File: config.mk
export PLATFORM = sky130hd
export DESIGN_NAME = seq_div
export DESIGN_NICKNAME = d
export VERILOG_FILES = /design/src/rtl/seq_div.sv
export SDC_FILE = /design/constraint.sdc
export NUM_CORES = 1
export LEC_CHECK = 0
export BUFFER_PORTS_ARGS = -buffer_cell sky130_fd_sc_hd__buf_2
export CORE_ASPECT_RATIO = 1.4
export CORE_MARGIN = 2
export CORE_UTILIZATION = 35
export DETAILED_ROUTE_END_ITERATION = 6
export GPL_TIMING_DRIVEN = 0
export SETUP_SLACK_MARGIN = 0.05
export SYNTH_ARGS = -nofsm -noshare
export SYNTH_HDL_FRONTEND = slang
export SYNTH_SLANG_ARGS = --single-unit
export TNS_END_PERCENT = 50
File: constraint.sdc
create_clock -name clk -period 3.5 [get_ports clk]
set_input_delay 0.35 -clock clk [delete_from_list [all_inputs] [get_ports clk]]
set_output_delay 0.35 -clock clk [all_outputs]
set_load 0.01 [all_outputs]
File: src/rtl/seq_div.sv
// seq_div: multi-cycle restoring divider for DIV/DIVU (quotient -> LO,
// remainder -> HI). One trial subtraction per cycle, WIDTH+1 cycle latency.
// Optional feature macro: SEQ_DIV_SIGNED_EN enables signed (DIV) support.
// When it is undefined, every operation runs as DIVU.
module seq_div #(
    parameter int WIDTH = 32
) (
    input  logic             clk,
    input  logic             rst_n,
    input  logic             start,
    input  logic             signed_op,
    input  logic [WIDTH-1:0] dividend,
    input  logic [WIDTH-1:0] divisor,
    output logic             busy,
    output logic             done,
    output logic             div_by_zero,
    output logic [WIDTH-1:0] quotient,
    output logic [WIDTH-1:0] remainder
);

    localparam int CW = $clog2(WIDTH);

    typedef enum logic [1:0] {IDLE, RUN, FIX} state_t;

    state_t           state, state_nxt;
    logic [CW-1:0]    count;
    logic [WIDTH-1:0] rem;       // partial remainder
    logic [WIDTH-1:0] quo;       // dividend bits shift out, quotient bits shift in
    logic [WIDTH-1:0] dsr;       // divisor magnitude
    logic [WIDTH-1:0] raw_dvd;   // unmodified dividend for the divide-by-zero result
    logic             neg_quo;   // operand signs differed
    logic             neg_rem;   // dividend was negative
    logic             zero_dsr;

    logic             last_step;
    logic [WIDTH:0]   trial;
    logic             load_neg_dvd, load_neg_dsr;
    logic [WIDTH-1:0] load_dvd, load_dsr;
    logic [WIDTH-1:0] fix_quo, fix_rem;

    assign last_step = (count == CW'(WIDTH - 1));

    // The trial difference's MSB set means the shifted remainder is below the divisor.
    assign trial = {rem, quo[WIDTH-1]} - {1'b0, dsr};

`ifdef SEQ_DIV_SIGNED_EN
    assign load_neg_dvd = signed_op & dividend[WIDTH-1];
    assign load_neg_dsr = signed_op & divisor[WIDTH-1];
    assign load_dvd     = load_neg_dvd ? -dividend : dividend;
    assign load_dsr     = load_neg_dsr ? -divisor  : divisor;
    assign fix_quo      = neg_quo ? -quo : quo;
    assign fix_rem      = neg_rem ? -rem : rem;
`else
    logic unused_signed_op;
    logic unused_neg;
    assign unused_signed_op = signed_op;
    assign unused_neg       = neg_quo | neg_rem;
    assign load_neg_dvd     = 1'b0;
    assign load_neg_dsr     = 1'b0;
    assign load_dvd         = dividend;
    assign load_dsr         = divisor;
    assign fix_quo          = quo;
    assign fix_rem          = rem;
`endif

    // State register.
    always_ff @(posedge clk) begin
        // NOTE: sequential state always uses non-blocking assignment so every
        // flop samples pre-edge values regardless of statement order.
        if (!rst_n) state <= IDLE;
        else        state <= state_nxt;
    end

    // Next-state logic.
    always_comb begin
        // NOTE: default first so no path leaves state_nxt unassigned (no latch).
        state_nxt = state;
        case (state)
            IDLE:    if (start) state_nxt = RUN;
            RUN:     if (last_step) state_nxt = FIX;
            FIX:     state_nxt = IDLE;
            default: state_nxt = IDLE;
        endcase
    end

    // Output decode: busy covers RUN and FIX; done is registered with results.
    always_comb begin
        busy = (state != IDLE);
    end

    // Datapath: operand capture, restoring steps, and result write-back.
    always_ff @(posedge clk) begin
        if (!rst_n) begin
            count       <= '0;
            rem         <= '0;
            quo         <= '0;
            dsr         <= '0;
            raw_dvd     <= '0;
            neg_quo     <= 1'b0;
            neg_rem     <= 1'b0;
            zero_dsr    <= 1'b0;
            done        <= 1'b0;
            div_by_zero <= 1'b0;
            quotient    <= '0;
            remainder   <= '0;
        end else begin
            done <= 1'b0;
            case (state)
                IDLE: begin
                    if (start) begin
                        count    <= '0;
                        rem      <= '0;
                        quo      <= load_dvd;
                        dsr      <= load_dsr;
                        raw_dvd  <= dividend;
                        neg_quo  <= load_neg_dvd ^ load_neg_dsr;
                        neg_rem  <= load_neg_dvd;
                        zero_dsr <= (divisor == '0);
                    end
                end
                RUN: begin
                    rem   <= trial[WIDTH] ? {rem[WIDTH-2:0], quo[WIDTH-1]} : trial[WIDTH-1:0];
                    quo   <= {quo[WIDTH-2:0], ~trial[WIDTH]};
                    count <= count + CW'(1);
                end
                FIX: begin
                    done        <= 1'b1;
                    div_by_zero <= zero_dsr;
                    quotient    <= zero_dsr ? '1 : fix_quo;
                    remainder   <= zero_dsr ? raw_dvd : fix_rem;
                end
                default: ;
            endcase
        end
    end

endmodule

==> run summary <==
outcome - complete, no violations
Sw Ratio - 0.377
initial antenna violation count - 0
min-delay worst type - in -> reg
Min-Delay Endpoint - dsr[27]
vias in the first global route - 8,794
Worst setup SP type - register
Ports - 135
clock sink count - 202
Clock Skews - 9.63 ps
cells after synthesis - 1,221
pin count of the biggest net entering global routing - 17
DR pass1 iterations - 5
area of the multi-input gates - 5070 um2
Int Pwr - 5.53 mW
sequential area share after synthesis - 0.423
DP Cell Count - 1,719
asr flop ratio synth - 0
Avg WL per Cell - 16.7 um
Post-DP HPWL - 23,400 um
Port Buffers - 133
GP Congestion - 0.932
Mapped Nets - 1,324
critical path endpoint category - register
power share of the clock group - 0.266
Slew headroom - 0.443
dpl cell area - 10,700 um2
total congestion overflow - 0
Min-Delay Startpoint - divisor[27]
CTS tree - built
RR Startpoint - fix_quo[31]
final non-filler cell total - 1,758
CTS clk-pin slew, worst paths - 70 ps
H-tree levels - 1
mean area per synthesized cell - 7.82 um2
critical path's slowest cell - o31a_2
worst setup margin - 152 ps
yosys warns - 0
P&R area growth vs syn - 20.3%
Lkg Pwr - 4.59 nW
Routed WL - 29,300 um
RSZ-0062 raised after global routing - false
fillers - 2,789
Final Util - 0.428
CP bufs+invs - 3
share of post-route cells with drive strength above 1 - 0.139
worst skew pair latency - 500 ps
combinational share of power - 0.430
slowest stage delay, CP - 440 ps
Final Hold Viols - 0
synth unique cells - 55
first-pass GRT wire length - 45,600 um
post-route cell area - 11,500 um2
Synth Cell Area - 9550 um2
Tmin final - 3350 ps
Max-cap violations - 0
Die H - 199 um
CP arrival - 3730 ps
CTS max path bufs - 3
Final Power - 8.88 mW
clk root buf - clkbuf_16
Tcrit/Tclk final - 0.956
DR vias - 8,916
number of synthesized flops with an enable pin - 0
Ant. Diodes - 0
CP Cell Sequence - inv_1 > ha_2 > inv_1 > fa_2 > a211oi_2 > o21a_2 > a211oi_2 > o31a_2 > o2111ai_4 > a31oi_4 > xnor2_4 > buf_4 > a32oi_1 > o21ai_1
Main synth FF type - dfxtp_1
Crit path max-delay family - compound AO/OA/AOI/OAI gates
Crit Path Category - reg -> reg
CP required - 3890 ps
Total Routing Usage GR - 0.202
Residual DRC - 0
setup slack at placement - -171 ps
worst-path fanout max - 10
DR iter-0 viols - 475
peak supply drop - 0.000307 V
pwr dens - 772 nW/um2
Pins Over Slew Limit - 0
DR vias/cell - 5.07
Core ar. - 26,800 um2
site row count - 71
commonest non-fill, non-tap cells in the layout - nand2_1 (253), dfxtp_1 (202), buf_2 (136), a21oi_1 (103), nor2_1 (88)
Detail Route Antenna Nets - 0
R2R Path End - fix_rem[30]
WHS - 97.8 ps
slew of the pin with the lowest slew margin - 835 ps
Storage cell area - 4040 um2
most common cell after layout, fill and taps aside - nand2_1
Die X - 144 um
#FFs+latches synth - 202
Initial Util - 0.356
Switch Pwr - 3.35 mW
final setup TNS - 0 ps
Worst R2R Path Depth - 14
worst reg-to-reg setup slack - 150 ps
CTS Buf Count - 20
fmax - 299 MHz
hold_buf cts - 0
Die ar. - 28,700 um2
Nets - 1,483
Final setup viols - 0
hold depth - 3
sequential group share of total power - 0.304
## power by group through the flow
stage                     clock (mW)  sequential, mW  combinational [mW]
final                           2.36            2.70                3.82
after global routing            2.48            2.72                4.25
after CTS                       2.39            2.69                3.69
after detailed placement           0            2.74                3.63
after global placement             0            2.74                3.60
after floorplan                    0            2.65                2.84
## state kept, by name, indices dropped and copies added (netlist names)
register and count:
count 5, div_by_zero 1, done 1, dsr 32, fix_quo 32, fix_rem 32
quotient 32, raw_dvd 32, remainder 32, state 2, zero_dsr 1
## cell type report
class                           count  share of cell area
Clock inverter                     12              0.0149
Inverter                           45              0.0147
Sequential cell                   202               0.352
Clock buffer                       23              0.0473
Tap cell                          365              0.0397
Timing Repair Buffer              137              0.0616
Buffer                             82              0.0287
Multi-Input combinational cell    892               0.441
## synth_stat cells (6+ instances only)
cell        n  area [um2]
buf_2       6        30.0
ha_1       34         425
xor2_1      7        61.3
nor2b_1    10        62.6
inv_1      45         169
dfxtp_1   202        4040
nor4_1      8        50.1
nor2_1     88         330
and3_1     10        62.6
o21ai_0    21         105
nor3_1     56         280
a21oi_1   103         515
a32oi_1     6        52.6
o211ai_1    6        45.0
a21o_1      8        60.1
nor3b_1    15         113
buf_1       6        22.5
mux2i_1    32         320
xnor2_1    23         201
a211oi_1   32         240
a31oi_1    37         231
nand2_1   253         950
nand3_1    84         420
clkbuf_1   69         259
nand4_1     6        37.5
## worst reg2reg max path, stage by stage, from the launching register on
cell,delay [ps]
dfxtp_1,350
inv_1,100
ha_2,220
inv_1,60
fa_2,370
a211oi_2,210
o21a_2,190
a211oi_2,100
o31a_2,440
o2111ai_4,250
a31oi_4,200
xnor2_4,210
buf_4,210
a32oi_1,230
o21ai_1,90
## worst max path at each step
stage / startpoint / to / slack (ps) / depth (start not counted)
after floorplan: fix_quo[31] / fix_rem[0] / 560 / 14
after global placement: fix_quo[31] / fix_rem[21] / -130 / 14
after detailed placement: fix_quo[31] / fix_rem[30] / -170 / 14
after CTS: fix_quo[31] / fix_rem[30] / 70 / 14
after global routing: fix_quo[31] / fix_rem[0] / 60 / 14
final: fix_quo[31] / fix_rem[30] / 150 / 14
## metal layers
metal,vias to the layer above,routed length (um),global-route usage
met3,65,1290,0.0268
met5,-,0,0
met2,194,14800,0.369
met4,0,1310,0.0933
met1,4111,11900,0.230
li1,4546,-,-
## kinds of logic after synthesis
group / share of synthesized area
simple gates: 0.251
compound gates: 0.167
flops: 0.423
buf+inv: 0.0511
fa+ha+maj: 0.0466
mux: 0.0335
xor+xnor: 0.0275
## repair_timing
item | CTS | global route
buffers inserted | 0 | 4
pin swaps | 1 | 4
setup endpoints to repair | 32 | 32
gates resized for setup | 5 | 6
No activity file was read; power rests on OpenSTA's default activity.
